File: config.mk
export PLATFORM = sky130hd
export DESIGN_NAME = ccff_chain_loader_flat
export DESIGN_NICKNAME = d
export VERILOG_FILES = /design/src/rtl/ccff_chain_loader_if.sv /design/src/rtl/ccff_chain_loader.sv /design/src/flat_wrapper.sv
export SDC_FILE = /design/constraint.sdc
export NUM_CORES = 1
export LEC_CHECK = 0
export CELL_PAD_IN_SITES_DETAIL_PLACEMENT = 1
export CELL_PAD_IN_SITES_GLOBAL_PLACEMENT = 2
export CORE_ASPECT_RATIO = 1.2
export CORE_MARGIN = 8
export CORE_UTILIZATION = 33
export DETAILED_ROUTE_END_ITERATION = 6
export PLACE_DENSITY = 0.76
export SKIP_LAST_GASP = 1
export SLEW_MARGIN = 20
export SYNTH_ARGS = -nofsm -noshare
export SYNTH_HDL_FRONTEND = slang
export SYNTH_SLANG_ARGS = --single-unit
File: constraint.sdc
create_clock -name prog_clk -period 2 [get_ports prog_clk]
set_input_delay 0.6 -clock prog_clk [delete_from_list [all_inputs] [get_ports prog_clk]]
set_output_delay 0.6 -clock prog_clk [all_outputs]
set_load 0.01 [all_outputs]
File: src/rtl/ccff_chain_loader_if.sv
// rtl/ccff_chain_loader_if.sv - configuration word stream and readback word bundle
interface ccff_chain_loader_if #(
  parameter int WORD_W = 8
);
  logic [WORD_W-1:0] cfg_data;
  logic              cfg_valid;
  logic              cfg_ready;
  logic [WORD_W-1:0] rb_data;
  logic              rb_valid;

  modport master (
    output cfg_data,
    output cfg_valid,
    input  cfg_ready,
    input  rb_data,
    input  rb_valid
  );

  modport slave (
    input  cfg_data,
    input  cfg_valid,
    output cfg_ready,
    output rb_data,
    output rb_valid
  );
endinterface

File: src/rtl/ccff_chain_loader.sv
// rtl/ccff_chain_loader.sv - serialises config words onto a ccff chain and captures readback
module ccff_chain_loader #(
  parameter int CHAIN_LEN = 48,
  parameter int WORD_W    = 8,
  parameter int CNT_W     = $clog2(CHAIN_LEN + 1)
) (
  input  logic               prog_clk,
  input  logic               pReset,
  input  logic               start,
  ccff_chain_loader_if.slave bus,
  output logic               ccff_head,
  output logic               config_enable,
  input  logic               ccff_tail,
  output logic               busy,
  output logic               done
);
  localparam logic [1:0] IDLE  = 2'd0;
  localparam logic [1:0] FETCH = 2'd1;
  localparam logic [1:0] SHIFT = 2'd2;
  localparam logic [1:0] DONE  = 2'd3;

  logic [1:0]        state;
  logic [CNT_W-1:0]  bits_left;
  logic [CNT_W-1:0]  word_left;
  logic [CNT_W-1:0]  n_next;
  logic [WORD_W-1:0] word_sr;
  logic [WORD_W-1:0] rb_sr;
  logic [WORD_W-1:0] rb_mask;
  logic [WORD_W-1:0] rb_next;

  assign bus.cfg_ready = (state == FETCH);
  assign busy          = (state != IDLE);
  assign done          = (state == DONE);

  // Length of the next word: a full word, or only what is left of the chain
  always_comb begin
    n_next = CNT_W'(WORD_W);
    if (int'(bits_left) < WORD_W) begin
      n_next = bits_left;
    end
  end

  // Readback with the current pre-shift tail bit merged in at the one-hot position
  always_comb begin
    rb_next = rb_sr;
    if (ccff_tail) begin
      rb_next = rb_sr | rb_mask;
    end
  end

  // Load sequencing, serialiser and readback capture
  always_ff @(posedge prog_clk) begin
    if (pReset) begin
      state         <= IDLE;
      bits_left     <= '0;
      word_left     <= '0;
      word_sr       <= '0;
      rb_sr         <= '0;
      rb_mask       <= '0;
      ccff_head     <= 1'b0;
      config_enable <= 1'b0;
      bus.rb_data   <= '0;
      bus.rb_valid  <= 1'b0;
    end else begin
      bus.rb_valid <= 1'b0;
      case (state)
        IDLE: begin
          if (start) begin
            bits_left <= CNT_W'(CHAIN_LEN);
            state     <= FETCH;
          end
        end
        FETCH: begin
          if (bus.cfg_valid) begin
            word_sr       <= bus.cfg_data >> 1;
            ccff_head     <= bus.cfg_data[0];
            config_enable <= 1'b1;
            word_left     <= n_next;
            rb_sr         <= '0;
            rb_mask       <= WORD_W'(1);
            state         <= SHIFT;
          end
        end
        SHIFT: begin
          // The chain takes ccff_head on this edge; the next word bit is lined up behind it
          ccff_head <= word_sr[0];
          word_sr   <= word_sr >> 1;
          rb_sr     <= rb_next;
          rb_mask   <= rb_mask << 1;
          word_left <= word_left - CNT_W'(1);
          if (bits_left != '0) begin
            bits_left <= bits_left - CNT_W'(1);
          end
          if (word_left == CNT_W'(1)) begin
            // Unshifted upper bits of a short final word are dropped here
            ccff_head     <= 1'b0;
            config_enable <= 1'b0;
            bus.rb_valid  <= 1'b1;
            bus.rb_data   <= rb_next;
            state         <= (bits_left == CNT_W'(1)) ? DONE : FETCH;
          end
        end
        DONE: begin
          state <= IDLE;
        end
        default: begin
          state <= IDLE;
        end
      endcase
    end
  end
endmodule

File: src/flat_wrapper.sv
// flat-port wrapper written by rule: the top's interface ports become plain ports
module ccff_chain_loader_flat 
#(
  parameter int CHAIN_LEN = 48,
  parameter int WORD_W    = 8,
  parameter int CNT_W     = $clog2(CHAIN_LEN + 1)
)
  (prog_clk, pReset, start, ccff_head, config_enable, ccff_tail, busy, done, bus_cfg_data, bus_cfg_valid, bus_cfg_ready, bus_rb_data, bus_rb_valid);
  ccff_chain_loader_if #(.WORD_W(WORD_W)) bus_i ();
  input  logic prog_clk;
  input  logic pReset;
  input  logic start;
  output logic ccff_head;
  output logic config_enable;
  input  logic ccff_tail;
  output logic busy;
  output logic done;
  input wire logic [$bits(bus_i.cfg_data)-1:0] bus_cfg_data;
  input wire logic [$bits(bus_i.cfg_valid)-1:0] bus_cfg_valid;
  output wire logic [$bits(bus_i.cfg_ready)-1:0] bus_cfg_ready;
  output wire logic [$bits(bus_i.rb_data)-1:0] bus_rb_data;
  output wire logic [$bits(bus_i.rb_valid)-1:0] bus_rb_valid;
  assign bus_i.cfg_data = bus_cfg_data;
  assign bus_i.cfg_valid = bus_cfg_valid;
  assign bus_cfg_ready = bus_i.cfg_ready;
  assign bus_rb_data = bus_i.rb_data;
  assign bus_rb_valid = bus_i.rb_valid;
  ccff_chain_loader #(.CHAIN_LEN(CHAIN_LEN), .WORD_W(WORD_W), .CNT_W(CNT_W)) u_core (.prog_clk(prog_clk), .pReset(pReset), .start(start), .bus(bus_i), .ccff_head(ccff_head), .config_enable(config_enable), .ccff_tail(ccff_tail), .busy(busy), .done(done));
endmodule
# Word level (Yosys, flattened, before mapping)
# Index checks and enable logic that the tools add are counted.
# totals
reg_bits	49
memories	0
romBits	0
latch_bits	0
ramBits	0
output_inout_bits	14
# classes
mux	25
n_addsub	2
multipliers	0
bitwise_logic	2
n_reduce_logical	11
eq_ne	9
n_lt_le_gt_ge	1
shift	0
div_mod_pow	0
# op_table
operator	count
$pmux W8 S2	3
$mux W8	4
$mux W6	4
$pmux W6 S2	2
$eq A6 B1 Y1 const B	2
$sub A6 B1 Y6 const B	2
$reduce_and A3 Y1	3
$mux W2	4
$or A8 B8 Y8	1
$pmux W2 S4	1
$lt A6 B4 Y1 const B	1
$reduce_bool A2 Y1	3
$reduce_bool A6 Y1	1
$mux W1	5
$eq A2 B2 Y1 const B	2
$ne A2 B1 Y1 const B	2
$ne A2 B2 Y1 const B	2
$pmux W1 S2	2
$reduce_and A2 Y1	2
$eq A2 B1 Y1 const B	1
$logic_not A2 Y1	1
$reduce_or A2 Y1	1
$not A1 Y1	1

# Depth between registers and ports, before layout
# depth
depth_word	4
depth_mapped	8

# Least setup slack after synthesis
# OpenSTA, ideal clock, no wires.
# synth_path
kind	reg2reg
startpoint	reg u_core.state[1]
endpoint	reg u_core.rb_sr[0]
slack_ps	279
stages_incl_launch_ff	8
t_required_ps	1872
arrival_time_ps	1592
setup_ps	128
cell_sequence	dfxtp_1 > inv_1 > ha_1 > mux2_2 > and2_1 > clkbuf_1 > a21oi_1 > nor2_1
# synth_via
elab_chain_len	3
word_cells_on_any_way	6
classes_between	eq/ne: 3; mux: 1; reduce/logical: 2
# synth_rtl
element	line_no	text
start, declared	ccff_chain_loader.sv:22	logic [1:0] state;
start signal, assigned	ccff_chain_loader.sv:100	state <= (bits_left == CNT_W'(1)) ? DONE : FETCH;
$eq A2 B1 Y1 (*)	--	
via bus_cfg_ready	flat_wrapper.sv:20	output wire logic [$bits(bus_i.cfg_ready)-1:0] bus_cfg_ready;
$ne A2 B2 Y1 (no source line) or $reduce_bool A2 Y1 (tied branches)	--	
$reduce_and A2 Y1 (no source line)	--	
end signal, assigned	ccff_chain_loader.sv:88	rb_sr <= rb_next;
end, declared	ccff_chain_loader.sv:27	logic [WORD_W-1:0] rb_sr;
# Mark *: on every way through the listed nets, which the timed path passes. The rest lies on a longest branch.
# A chain may end at the register's enable or synchronous reset.

# Worst setup path after layout
# layout_path
startpoint	reg u_core.state[0]
endpoint	out busy
# layout_via
elab_chain_len	1
# layout_rtl
element	line_no	text
$reduce_bool A2 Y1	ccff_chain_loader.sv:32	assign busy = (state != IDLE);
end, declared	flat_wrapper.sv:16	output logic busy;
# Every way passes these cells.

==> flow_results.org <==
** Placement
- Count of buffers from port buffering :: 26
- Worst slack at placement :: -0.08413 ns
- At the end of routability-driven placement, the weighted congestion stood at ~0.74.
- Detailed placement ended at an HPWL of 3.876 mm.

** Routing
- The routed layout has between 1500 and 2000 vias.
- Post-detailed-routing wire length :: about 5.5 mm
- Drt initial violations :: 73
- In the routed design, unresolved DRC markers number 0.
- In the final routed layout, each cell accounts on average for 15.17 um.
- The first detailed-routing pass ran for 4 iterations.
- Final ANT Viol Nets :: 0
- Via-per-instance ratio :: ~5.1

** Global routing
- GR Util All Layers :: between 10% and 20%
- Maximum number of pins on one net before global-route repair :: 39
- The number of global-route vias before repair came to 1971.
- The first global-routing pass estimated 9.597 mm of wire.
- Number of antenna violations at the first check in global routing :: 0
- Leftover overflow at the end of global routing :: 0

** Cells and area
- Summing all multi-input logic gate instances after layout gives 0.001069 mm2.
- Layout cells sized above 1 :: between 10% and 20%
- Net total in the final layout :: about 300
- P&R area growth vs syn :: 26.73%
- Final-layout fill cell count :: ~770
- The number of antenna diodes in the final layout is 0.
- Cells fill 42.48% of the core in the end.
- Registers take 960.9 um2.

** Flow run
- Number of maximum-capacitance constraint violations :: 0

** Synthesis
- Summing the sequential cell areas from Yosys gives 45.31% of the chip area.
- Top cells by area, synth :: sky130_fd_sc_hd__dfxtp_1 45%, sky130_fd_sc_hd__nor2_1 7.1%, sky130_fd_sc_hd__a21oi_1 5.9%, sky130_fd_sc_hd__a211oi_1 5.3%, sky130_fd_sc_hd__ha_1 5.3%
- Number of synthesized flops with an enable pin :: 0
- Number of library cell types mapped by synthesis :: 41
- Number of warnings issued by yosys :: 0
- In this run the mean area of a mapped cell was roughly 9.0 um2.
- Library cell with the largest summed area after synthesis :: sky130_fd_sc_hd__dfxtp_1
- In this run the cell area of the synthesized design comes to 0.002121 mm2.
- Count leader, synth :: sky130_fd_sc_hd__dfxtp_1
- Area share of the largest cell type after synthesis :: 45.31%
- The number of nets handed over by synthesis was roughly 260.
- Counting flops and latches in the post-synthesis netlist gives 48.
- In the synthesized netlist the async set-or-reset flop fraction comes to 0%.
- Dominant register cell in the synthesized netlist :: sky130_fd_sc_hd__dfxtp_1
- After technology mapping, the gate count stands at 235.
- Sorting the synthesized cells by how often they occur yields 48 x sky130_fd_sc_hd__dfxtp_1, 40 x sky130_fd_sc_hd__nor2_1, 25 x sky130_fd_sc_hd__a21oi_1.

** STA
- Setup slack on the critical path of the routed design comes to 0.09891 ns.
- Highest attainable clock frequency :: 526.0 MHz
- For the pin with the worst max-slew slack, the measured transition is 0.5508 ns.
- Final hold analysis gives a worst-case slack of 0.4810 ns.
- For the final database, setup skew stands at around 0.0089 ns.
- Number of setup violations in the final report :: 0
- In the final timing run, aggregate negative setup slack is 0 ns.
- Post-route fraction of the period consumed by the critical path :: between 90% and 100%
- Setup repair after global routing missed its margin :: yes
- In this run the tightest slew margin relative to its limit is 62.94%.
- Total count of max-transition violations in the final report :: 0
- The final hold violation count is 0.
- Subtracting the final worst setup slack from the clock period gives approximately 1.9 ns.

** Die
- Vertical extent of the die :: 103.8 um
- Core ar. :: 0.006326 mm2
- After floorplanning, the core was divided into 32 placement rows.
- 27 I/O pins were placed.
- Die Wd :: 89.18 um
- Initial core utilization :: 33.52%
- The floorplan step defined a die boundary enclosing 0.009258 mm2.

** Power
- In this run the static leakage power is 0.9608 nW.
- Total power divided by cell area :: 1229 mW/mm2
- Worst IR Drop VDD :: 0.0004021 V

** Worst setup path
- WP data required :: around 1.4 ns
- R2R Path Start :: u_core.state[0]
- The setup path with the least slack is of type register to output pin.
- Largest driver fanout on the critical path :: 2
- STA classifies the critical path endpoint as an output pin.
- Arrival time of the worst setup path :: 1.30 ns
- The critical path starts at u_core.state[0].
- The worst setup path is launched from a register.

** Clocking
- CTS placed an instance of sky130_fd_sc_hd__clkbuf_8 at the clock tree root.
- Clock-pin slew was measured on the worst setup and hold paths at 0.09 ns.
- Clock buffer count from CTS :: 5
- TritonCTS built the clock tree.
- Clock net sink count :: between 40 and 50
- H-tree depth :: 2
- For this design, the CTS-stage hold fixing added 0 buffers.
- Insertion delay of the later-clocked pin in the worst-skew pair :: 0.31 ns
- Clock Path Buffers :: 2

** Status
- The run finished with clean final reports.

** Hold path
- Classification of the worst-slack hold path :: register to register
- Start point of the worst min-delay path :: u_core.rb_sr[7]
==> layer usage <==
layer	share of wire [%]	wire length [um]	GRT usage [%]
met1	46	2521	15.64
met2	49	2703	21.34
met3	3.0	162	3.399
met4	1.4	75	4.291
met5	0	0	0
==> per-stage QoR <==
step | cells | cell area [um2] | power (mW)
floorplan | 235 | 2121 | 2.163
global placement | 352 | 2580 | 2.676
detailed placement | 352 | 2580 | 2.713
CTS | 360 | 2676 | 3.332
global route | 360 | 2688 | 3.580
finish | 360 | 2688 | 3.304
==> power by group <==
part           switching [mW]  total [mW]  leakage (nW)  internal (mW)
logic                   0.767        1.42         0.528          0.652
clock network           0.350       0.630        0.0434          0.281
registers               0.129        1.25         0.390           1.12
==> worst max-delay path: stages, from the launching register on <==
cell	delay, ns
sky130_fd_sc_hd__dfxtp_1	0.34
sky130_fd_sc_hd__inv_1	0.09
sky130_fd_sc_hd__ha_1	0.23
sky130_fd_sc_hd__inv_1	0.09
sky130_fd_sc_hd__clkdlybuf4s15_1	0.25
==> cells by family (layout without fill, tap and decap cells) <==
family | Yosys count | after routing | share of synthesized area [%]
flip-flops | 48 | 48 | 45.31
adder cells (fa/ha/maj) | 9 | 9 | 5.310
XOR/XNOR | 2 | 2 | 0.8261
buffers and inverters | 24 | 64 | 4.897
AO/OA/AOI/OAI | 72 | 72 | 23.13
multiplexers | 10 | 10 | 4.779
AND/OR/NAND/NOR | 70 | 70 | 15.75
==> cell usage in the layout, fill, tap and decap left out, types with 2 or more instances in the layout <==
cell type	count
sky130_fd_sc_hd__buf_4	18
sky130_fd_sc_hd__a22oi_1	10
sky130_fd_sc_hd__o21ai_0	3
sky130_fd_sc_hd__clkdlybuf4s50_1	23
sky130_fd_sc_hd__nand2_1	7
sky130_fd_sc_hd__and2_1	2
sky130_fd_sc_hd__dfxtp_1	48
sky130_fd_sc_hd__a211oi_2	2
sky130_fd_sc_hd__dlygate4sd2_1	2
sky130_fd_sc_hd__a221oi_1	2
sky130_fd_sc_hd__clkinvlp_4	2
sky130_fd_sc_hd__nand3_1	2
sky130_fd_sc_hd__a31oi_1	4
sky130_fd_sc_hd__clkbuf_8	6
sky130_fd_sc_hd__ha_1	8
sky130_fd_sc_hd__a21oi_1	25
sky130_fd_sc_hd__nor4_1	3
sky130_fd_sc_hd__or3_1	2
sky130_fd_sc_hd__mux2i_1	9
sky130_fd_sc_hd__nand2b_1	4
sky130_fd_sc_hd__inv_1	11
sky130_fd_sc_hd__a311oi_1	3
sky130_fd_sc_hd__nor3_1	3
sky130_fd_sc_hd__nor2_1	40
sky130_fd_sc_hd__a211oi_1	15
==> sequential cells by signal (all words and copies together), names as in the netlist <==
| signal | cells |
|---|---|
| u_core.bus.rb_valid | 1 |
| u_core.rb_mask | 8 |
| u_core.bits_left | 6 |
| u_core.word_left | 6 |
| u_core.bus.rb_data | 8 |
| u_core.config_enable | 1 |
| u_core.rb_sr | 8 |
| u_core.word_sr | 7 |
| u_core.state | 2 |
| u_core.ccff_head | 1 |
==> timing repair <==
action / CTS / global route
setup buffers: 0 / 0
setup endpoints to repair: 4 / 2
pin swaps: 0 / 0
resized for setup: 4 / 2
==> final cells by class <==
cell class	instances	share of cell area [%]
Inverter	11	1.536
Sequential cell	48	35.75
Timing Repair Buffer	45	15.36
Tap cell	85	3.957
Multi-Input combinational cell	163	39.76
Clock inverter	2	0.5587
Clock buffer	6	3.073
==> worst paths after layout <==
check,end,slack [ns],cells after the start
max,busy,0.1,4
min,u_core.rb_sr[7],0.48,2
max reg2reg,u_core.rb_sr[1],0.26,7
min reg2reg,u_core.rb_sr[7],0.48,2
Note: power is estimated with default switching activity, not from simulation.
